## config.mk

```make
export PLATFORM = sky130hd
export DESIGN_NAME = ir_encode_flat
export DESIGN_NICKNAME = d
export VERILOG_FILES = /design/src/rtl/ir_encode_if.sv /design/src/rtl/ir_encode.sv /design/src/flat_wrapper.sv
export SDC_FILE = /design/constraint.sdc
export NUM_CORES = 1
export LEC_CHECK = 0
export ABC_CLOCK_PERIOD_IN_PS = 2900
export BUFFER_PORTS_ARGS = -buffer_cell sky130_fd_sc_hd__buf_4
export CAP_MARGIN = 20
export CORE_MARGIN = 8
export CORE_UTILIZATION = 61
export CTS_CLUSTER_DIAMETER = 40
export DETAILED_ROUTE_END_ITERATION = 10
export PLACE_DENSITY = 0.81
export SYNTH_ARGS = -nofsm -noshare
export SYNTH_HDL_FRONTEND = slang
export SYNTH_SLANG_ARGS = --single-unit
```

## constraint.sdc

```tcl
create_clock -name Clk -period 2.9 [get_ports Clk]
set_input_delay 0.435 -clock Clk [delete_from_list [all_inputs] [get_ports Clk]]
set_output_delay 0.435 -clock Clk [all_outputs]
set_load 0.1 [all_outputs]
```

## src/rtl/ir_encode_if.sv

```systemverilog
// Start request, payload and status bundle for the NEC IR frame transmitter.
// The Repeat request exists only when IR_REPEAT_EN is defined.
interface ir_encode_if;
  logic        Send_En;
  logic [15:0] irAddr;
  logic [7:0]  irData;
  logic        oIR;
  logic        Busy;
  logic        Tx_Done;
`ifdef IR_REPEAT_EN
  logic        Repeat;

  modport master (output Send_En, irAddr, irData, Repeat, input oIR, Busy, Tx_Done);
  modport slave  (input Send_En, irAddr, irData, Repeat, output oIR, Busy, Tx_Done);
`else
  modport master (output Send_En, irAddr, irData, input oIR, Busy, Tx_Done);
  modport slave  (input Send_En, irAddr, irData, output oIR, Busy, Tx_Done);
`endif
endinterface

```

## src/rtl/ir_encode.sv

```systemverilog
// NEC (HT6221-compatible) IR frame transmitter: leader, 32 data bits LSB first, stop mark, gap.
// Optional repeat-code generation is compiled in with IR_REPEAT_EN.
module ir_encode #(
  parameter int T_LEAD_LOW  = 450000,
  parameter int T_LEAD_HIGH = 225000,
  parameter int T_BIT_LOW   = 28000,
  parameter int T_ZERO_HIGH = 28000,
  parameter int T_ONE_HIGH  = 84500,
  parameter int T_GAP       = 2000000
`ifdef IR_REPEAT_EN
  ,
  parameter int T_REP_HIGH  = 112500
`endif
) (
  input  logic       Clk,
  input  logic       Rst,
  ir_encode_if.slave ir
);

  localparam logic [21:0] LEN_LEAD_LOW  = 22'(T_LEAD_LOW);
  localparam logic [21:0] LEN_LEAD_HIGH = 22'(T_LEAD_HIGH);
  localparam logic [21:0] LEN_BIT_LOW   = 22'(T_BIT_LOW);
  localparam logic [21:0] LEN_ZERO_HIGH = 22'(T_ZERO_HIGH);
  localparam logic [21:0] LEN_ONE_HIGH  = 22'(T_ONE_HIGH);
  localparam logic [21:0] LEN_GAP       = 22'(T_GAP);
`ifdef IR_REPEAT_EN
  localparam logic [21:0] LEN_REP_HIGH  = 22'(T_REP_HIGH);
`endif

  typedef enum logic [3:0] {
    IDLE      = 4'd0,
    LEAD_LOW  = 4'd1,
    LEAD_HIGH = 4'd2,
    BIT_LOW   = 4'd3,
    BIT_HIGH  = 4'd4,
    STOP      = 4'd5,
    GAP       = 4'd6,
    REP_HIGH  = 4'd7,
    REP_STOP  = 4'd8
  } state_t;

  state_t      state_r;
  state_t      state_next_s;
  logic [21:0] cnt_r;
  logic [21:0] cnt_next_s;
  logic [31:0] shift_r;
  logic [31:0] shift_next_s;
  logic [4:0]  idx_r;
  logic [4:0]  idx_next_s;
  logic        oir_r;
  logic        busy_r;
  logic        tx_done_r;
  logic [21:0] phase_len_s;
  logic        phase_end_s;
  logic        level_next_s;
  logic        tx_done_next_s;
  logic        rep_mode_r;
  logic        rep_mode_next_s;

  // Duration of the phase currently being held.
  always_comb begin
    phase_len_s = 22'd1;
    case (state_r)
      LEAD_LOW:  phase_len_s = LEN_LEAD_LOW;
      LEAD_HIGH: phase_len_s = LEN_LEAD_HIGH;
      BIT_LOW:   phase_len_s = LEN_BIT_LOW;
      BIT_HIGH:  phase_len_s = shift_r[0] ? LEN_ONE_HIGH : LEN_ZERO_HIGH;
      STOP:      phase_len_s = LEN_BIT_LOW;
      GAP:       phase_len_s = LEN_GAP;
`ifdef IR_REPEAT_EN
      REP_HIGH:  phase_len_s = LEN_REP_HIGH;
      REP_STOP:  phase_len_s = LEN_BIT_LOW;
`endif
      default:   phase_len_s = 22'd1;
    endcase
  end

  assign phase_end_s = (cnt_r == (phase_len_s - 22'd1));

  // Next-state, counter and shift-register logic.
  always_comb begin
    state_next_s    = state_r;
    cnt_next_s      = cnt_r + 22'd1;
    shift_next_s    = shift_r;
    idx_next_s      = idx_r;
    rep_mode_next_s = rep_mode_r;
    if (state_r == IDLE) begin
      cnt_next_s = 22'd0;
      if (ir.Send_En) begin
        state_next_s    = LEAD_LOW;
        shift_next_s    = {~ir.irData, ir.irData, ir.irAddr};
        idx_next_s      = 5'd0;
        rep_mode_next_s = 1'b0;
      end else begin
        state_next_s = IDLE;
      end
    end else if (phase_end_s) begin
      cnt_next_s = 22'd0;
      case (state_r)
        LEAD_LOW: begin
`ifdef IR_REPEAT_EN
          state_next_s = rep_mode_r ? REP_HIGH : LEAD_HIGH;
`else
          state_next_s = LEAD_HIGH;
`endif
        end
        LEAD_HIGH: begin
          state_next_s = BIT_LOW;
          idx_next_s   = 5'd0;
        end
        BIT_LOW:   state_next_s = BIT_HIGH;
        BIT_HIGH: begin
          shift_next_s = {1'b0, shift_r[31:1]};
          idx_next_s   = idx_r + 5'd1;
          state_next_s = (idx_r == 5'd31) ? STOP : BIT_LOW;
        end
        STOP:      state_next_s = GAP;
        GAP: begin
`ifdef IR_REPEAT_EN
          // Repeat is sampled only on the last GAP cycle; the flag steers LEAD_LOW to REP_HIGH.
          if (ir.Repeat) begin
            state_next_s    = LEAD_LOW;
            rep_mode_next_s = 1'b1;
          end else begin
            state_next_s = IDLE;
          end
`else
          state_next_s = IDLE;
`endif
        end
`ifdef IR_REPEAT_EN
        REP_HIGH:  state_next_s = REP_STOP;
        REP_STOP:  state_next_s = GAP;
`endif
        default:   state_next_s = IDLE;
      endcase
    end else begin
      cnt_next_s = cnt_r + 22'd1;
    end
  end

  // Output levels are derived from the next state so oIR, Busy and Tx_Done are registered.
  always_comb begin
    level_next_s = 1'b1;
    case (state_next_s)
      LEAD_LOW: level_next_s = 1'b0;
      BIT_LOW:  level_next_s = 1'b0;
      STOP:     level_next_s = 1'b0;
      REP_STOP: level_next_s = 1'b0;
      default:  level_next_s = 1'b1;
    endcase
    tx_done_next_s = (state_next_s == GAP) && (cnt_next_s == (LEN_GAP - 22'd1));
  end

  // State and output registers with synchronous reset.
  always_ff @(posedge Clk) begin
    if (Rst) begin
      state_r    <= IDLE;
      cnt_r      <= 22'd0;
      shift_r    <= 32'd0;
      idx_r      <= 5'd0;
      oir_r      <= 1'b1;
      busy_r     <= 1'b0;
      tx_done_r  <= 1'b0;
      rep_mode_r <= 1'b0;
    end else begin
      state_r    <= state_next_s;
      cnt_r      <= cnt_next_s;
      shift_r    <= shift_next_s;
      idx_r      <= idx_next_s;
      oir_r      <= level_next_s;
      busy_r     <= (state_next_s != IDLE);
      tx_done_r  <= tx_done_next_s;
      rep_mode_r <= rep_mode_next_s;
    end
  end

  assign ir.oIR     = oir_r;
  assign ir.Busy    = busy_r;
  assign ir.Tx_Done = tx_done_r;

endmodule

```

## src/flat_wrapper.sv

```systemverilog
// flat-port wrapper written by rule: the top's interface ports become plain ports
module ir_encode_flat 
#(
  parameter int T_LEAD_LOW  = 450000,
  parameter int T_LEAD_HIGH = 225000,
  parameter int T_BIT_LOW   = 28000,
  parameter int T_ZERO_HIGH = 28000,
  parameter int T_ONE_HIGH  = 84500,
  parameter int T_GAP       = 2000000

)
  (Clk, Rst, ir_Send_En, ir_irAddr, ir_irData, ir_oIR, ir_Busy, ir_Tx_Done);
  ir_encode_if ir_i ();
  input  logic Clk;
  input  logic Rst;
  input wire logic [$bits(ir_i.Send_En)-1:0] ir_Send_En;
  input wire logic [$bits(ir_i.irAddr)-1:0] ir_irAddr;
  input wire logic [$bits(ir_i.irData)-1:0] ir_irData;
  output wire logic [$bits(ir_i.oIR)-1:0] ir_oIR;
  output wire logic [$bits(ir_i.Busy)-1:0] ir_Busy;
  output wire logic [$bits(ir_i.Tx_Done)-1:0] ir_Tx_Done;
  assign ir_i.Send_En = ir_Send_En;
  assign ir_i.irAddr = ir_irAddr;
  assign ir_i.irData = ir_irData;
  assign ir_oIR = ir_i.oIR;
  assign ir_Busy = ir_i.Busy;
  assign ir_Tx_Done = ir_i.Tx_Done;
  ir_encode #(.T_LEAD_LOW(T_LEAD_LOW), .T_LEAD_HIGH(T_LEAD_HIGH), .T_BIT_LOW(T_BIT_LOW), .T_ZERO_HIGH(T_ZERO_HIGH), .T_ONE_HIGH(T_ONE_HIGH), .T_GAP(T_GAP)) u_core (.Clk(Clk), .Rst(Rst), .ir(ir_i));
endmodule
```

Word level (Yosys, flattened, before mapping). Cells that the tools add are included. W data, S select, Z words.

Mux-type cells: 18. $add $sub $neg: 3. Bitwise logic cells: 1. Reductions and logical operators: 10. Eq/ne operators: 15.

Operator list (count): $mux W32 (4); $pmux W22 S5 (1); $mux W22 (2); $add A22 B1 Y22 const B (1); $eq A22 B21 Y1 const B (1); $eq A22 B22 Y1 (1); $sub A22 B1 Y22 const B (1); $eq A4 B3 Y1 const B (5); $pmux W4 S5 (1); $mux W17 (1); $mux W5 (3); $eq A4 B2 Y1 const B (3); $pmux W5 S2 (1); $eq A4 B1 Y1 const B (2); $mux W4 (2); $not A8 Y8 (1); $reduce_and A3 Y1 (2); $add A5 B1 Y5 const B (1); $eq A5 B5 Y1 const B (1); $eq A4 B4 Y1 const B (1); $logic_not A4 Y1 (1); $reduce_bool A2 Y1 (2); $reduce_bool A4 Y1 (1); $reduce_or A4 Y1 (1); other kinds (6) (7).

Output and inout bits: 3. Input bits: 27. Flip-flop bits (word level): 66.

Depth between registers and ports, before layout.
Depth after elaboration: 10. Mapped depth: 12.

Worst setup path before layout. Ideal clock, no wire load.

Path kind: register -> register. Start point: reg u_core.state_r[1]. End point: reg u_core.shift_r[0]. Cell stages (with the launch flop): 11. Required time: 2766 ps. Path slack: 371 ps. Buffers on the path: 3. Arrival time: 2394 ps. Cells stage by stage: dfxtp_1 > or2_1 > clkbuf_1 > or4b_4 > o311ai_4 > nand4_4 > or4_1 > buf_2 > nand2_2 > buf_4 > a211oi_1.

Word-level cells in the longest chain between the ends: 7. Elaborated cells between the ends (all ways): 16. Classes of those cells: add/sub: 1; eq/ne: 8; mux: 2; reduce/logical: 5.

Ends and longest elaborated chain: from (decl) (RTL line ir_encode.sv:42) `state_t state_r;`; from (signal assigned) (RTL line ir_encode.sv:167) `state_r <= state_next_s;`; $eq A4 B2 Y1 or $eq A4 B3 Y1 (tied branches) (RTL line ir_encode.sv:63) `case (state_r)`; $reduce_or A2 Y1 (no line); $pmux W22 S5 (RTL line ir_encode.sv:63); $sub A22 B1 Y22 (RTL line ir_encode.sv:78) `assign phase_end_s = (cnt_r == (phase_len_s - 22'd1));`; $eq A22 B22 Y1 (RTL line ir_encode.sv:78); $reduce_bool A2 Y1 (no line); $reduce_and A3 Y1 (no line); to (signal assigned) (RTL line ir_encode.sv:169) `shift_r <= shift_next_s;`; to (decl) (RTL line ir_encode.sv:46) `logic [31:0] shift_r;`.

Parallel ways exist; a longest one is shown, timed or not. A chain may end at the register's enable or synchronous reset.

Final worst setup path.
Start point: reg u_core.state_r[1]. End point: reg u_core.idx_r[1].

Word-level cells in the longest chain between the ends: 7. Elaborated cells between the ends (all ways): 18. Classes of those cells: add/sub: 1; eq/ne: 8; mux: 4; reduce/logical: 5.

Ends and longest elaborated chain: $eq A4 B2 Y1 or $eq A4 B3 Y1 (tied branches) (RTL line ir_encode.sv:63); $reduce_or A2 Y1 (no line); $pmux W22 S5 (RTL line ir_encode.sv:63); $sub A22 B1 Y22 (RTL line ir_encode.sv:78); $eq A22 B22 Y1 (RTL line ir_encode.sv:78); $reduce_bool A2 Y1 (no line); $reduce_and A3 Y1 (no line); to (signal assigned) (RTL line ir_encode.sv:170) `idx_r <= idx_next_s;`; to (decl) (RTL line ir_encode.sv:48) `logic [4:0] idx_r;`.

Parallel ways exist; a longest one is shown, timed or not. The select of a mux whose other input is x is not followed.

==> impl_metrics.ini <==
[grt]
grt_start_max_net_pins = 46
grtUsageTotal = 0.209
grt_overflow = 0
grt_pass1_vias = 3636
antenna_found_initial = 0
grt_pass1_wl_um = 17000

[floorplanning]
ios = 30
num_rows = 29
core_mm2 = 0.00639
dieArea_mm2 = 0.00947
dieWidth_um = 97.3
die_h_um = 97.3
initial_utilization = 0.631

[finish]
areaGrowthSynthToFinish_pct = 15.7
diodes = 0
final_nets = 546
fillers = 482
layout_common_cells = 63 x dfxtp_1, 58 x buf_4, 42 x nor2_1
final_common_cell = dfxtp_1
layout-drive-gt1-share = 0.196

[critical_path]
path_class = flip-flop to flip-flop
critical_path.endpoint_type = flip-flop
cp_data_required_time_ns = 3.16
critical-path-top-delay-family = simple AND/OR/NAND/NOR gates
crit_fanout = 14
arrival_ns = 3.02
path_cells = or2_1 > or4b_4 > o311ai_4 > nand4_4 > or4_4 > a2111o_1 > o32ai_1
path_buf_inv = 0
critPathLaunchType = flip-flop
cpPeakStageDelay_ns = 0.56
slowest_stage = or4b_4

[timing]
maxSlewViolCount = 0
finalHoldViolCount = 0
max_freq_mhz = 362
finalClockSkew_ns = 0.0131
post-route-period-util = 0.953
final-setup-viol-count = 0
max_slew.worst_pin.slew_ns = 0.537
final.setup.worst_slack_ns = 0.135
relSlewSlack = 0.638
min_period_ns = 2.76

[power_and_ir_drop]
power_mw = 2.33
p_switching_uw = 686
vdd.ir_drop.worst_uv = 357
seqPwrFrac = 0.427
swShare = 0.294
power.internal_mw = 1.65
clockPowerShare = 0.383
powerDensity_mw_per_mm2 = 500
power_frac_comb = 0.190
p_leak_nw = 1.75

[route]
wl_per_cell_um = 16.7
routed-via-count = 3822
drc_errors = 0
drtAntennaViolNets = 0
drt_wl_total_um = 9990
drt_first_pass_iters = 5
drt_iter0_markers = 226
vias_per_cell = 6.39

[clock_tree]
clk_latency_ns = 0.36
cts_hold_buf = 0
numCtsBuffers = 9
htree_levels = 3
clk_transition_reported_paths_ns = 0.08
cts_tree = yes
cts_sinks = 66
cts_root_buffer = clkbuf_8
clock_path_buffers = 2

[yosys]
seq_area_frac_synth = 0.328
synth_area_per_cell_um2 = 8.11
synth_edf_count = 0
synthArstFlopShare = 0
ys_warn_count = 0
synthCells = 497
ys.flop_type = dfxtp_1
synth_cell_type_count = 71
synth_seq_cells = 66
synth.cell_area_mm2 = 0.00403
synth_nets = 527

[job]
maxCapViolCount = 0

[outcome]
status = complete, no violations

[place]
portBuffers = 29
dp_hpwl_um = 6940
globalplace.congestion = 0.924
pre_cts_slack_ns = 0.124

[hold_path]
hold_path_class = input port to flip-flop
[power by group through the flow]
stage                     combinational [mW]  clock (mW)  sequential (mW)
final                                  0.443       0.894            0.996
after global routing                   0.483       0.944             1.00
after CTS                              0.438       0.897            0.994
after detailed placement               0.435           0             1.01
after global placement                 0.423           0             1.01
after floorplan                        0.290           0             1.02
[metrics by stage]
stage | setup TNS (ns) | instance area [µm²] | cells | utilization | hold WS [ns]
finish | 0 | 4660 | 598 | 0.730 | 0.370
global route | -0.0366 | 4660 | 598 | 0.730 | 0.369
global placement | 0 | 4420 | 582 | 0.692 | 0.451
detailed placement | 0 | 4420 | 582 | 0.692 | 0.457
floorplan | 0 | 4030 | 497 | - | 0.443
CTS | 0 | 4640 | 598 | 0.727 | 0.368
[cell families after synthesis]
logic type | after synthesis | share of synthesized area
mux | 25 | 0.0621
buf+inv | 62 | 0.0646
compound gates | 118 | 0.203
fa+ha+maj | 3 | 0.00931
flops | 66 | 0.328
simple gates | 196 | 0.275
xor+xnor | 27 | 0.0587
[timing repair]
item	in CTS	in global routing
buffers inserted	0	0
setup endpoints to repair	0	3
gates resized for setup	0	6
[worst paths after layout]
check | start | end | depth (start not counted) | slack (ns)
worst max-delay path | u_core.state_r[1] | u_core.idx_r[1] | 7 | 0.14
worst min-delay path | ir_irData[3] | u_core.shift_r[27] | 4 | 0.37
worst max register to register | u_core.state_r[1] | u_core.idx_r[1] | 7 | 0.14
worst min register to register | u_core.shift_r[27] | u_core.shift_r[27] | 2 | 0.47
[worst reg2reg max path: stages (launching register included)]
cell and delay (ns):
dfxtp_2 0.40, or2_1 0.34, or4b_4 0.57, o311ai_4 0.09, nand4_4 0.18, or4_4 0.56
a2111o_1 0.39, o32ai_1 0.13
[sequential cells by signal, summed over array words and instances (netlist names)]
signal and cells:
u_core.shift_r 32, u_core.ir.Tx_Done 1, u_core.ir.oIR 1, u_core.state_r 4
u_core.idx_r 5, u_core.ir.Busy 1, u_core.cnt_r 22
[Yosys cell counts, drive strengths merged (2+ instances only)]
master / instances / share of area
a32oi: 2 / 0.0043
nor2: 43 / 0.040
or3: 4 / 0.0062
o22ai: 3 / 0.0047
and2: 3 / 0.0047
a211oi: 29 / 0.055
nand2b: 10 / 0.016
or4b: 2 / 0.0059
clkbuf: 29 / 0.027
and3b: 2 / 0.0043
or2: 2 / 0.0031
o21bai: 3 / 0.0056
ha: 3 / 0.0093
nor4: 4 / 0.0093
xor2: 17 / 0.037
nand2: 27 / 0.026
nor3b: 7 / 0.014
nor4bb: 4 / 0.0099
nor2b: 5 / 0.0078
xnor2: 10 / 0.022
a221oi: 3 / 0.0065
and4: 4 / 0.0087
a31oi: 3 / 0.0047
o32ai: 3 / 0.0065
buf: 24 / 0.029
a311oi: 3 / 0.0065
and3: 7 / 0.011
nor4b: 2 / 0.0059
o221ai: 2 / 0.0043
nand3b: 6 / 0.011
nand3: 20 / 0.025
dfxtp: 66 / 0.33
mux2i: 25 / 0.062
o2111ai: 2 / 0.0043
or4: 3 / 0.0065
nor3: 35 / 0.045
nand4: 3 / 0.0084
inv: 9 / 0.0084
o21ai: 21 / 0.026
a21oi: 29 / 0.036
[layout make-up]
type | count | area [µm²] | area share
Inverter | 9 | 33.8 | 0.00724
Multi-Input combinational cell | 369 | 2490 | 0.533
Clock buffer | 9 | 124 | 0.0266
Timing Repair Buffer | 61 | 495 | 0.106
Sequential cell | 66 | 1330 | 0.284
Clock inverter | 7 | 101 | 0.0217
Tap cell | 77 | 96.3 | 0.0207
[per-layer routing]
| layer | share of wire | track usage |
|---|---|---|
| met5 | 0 | 0 |
| met2 | 0.47 | 0.323 |
| met3 | 0.059 | 0.0484 |
| met4 | 0.024 | 0.0944 |
| met1 | 0.45 | 0.270 |
(Power assumes the default switching activity.)
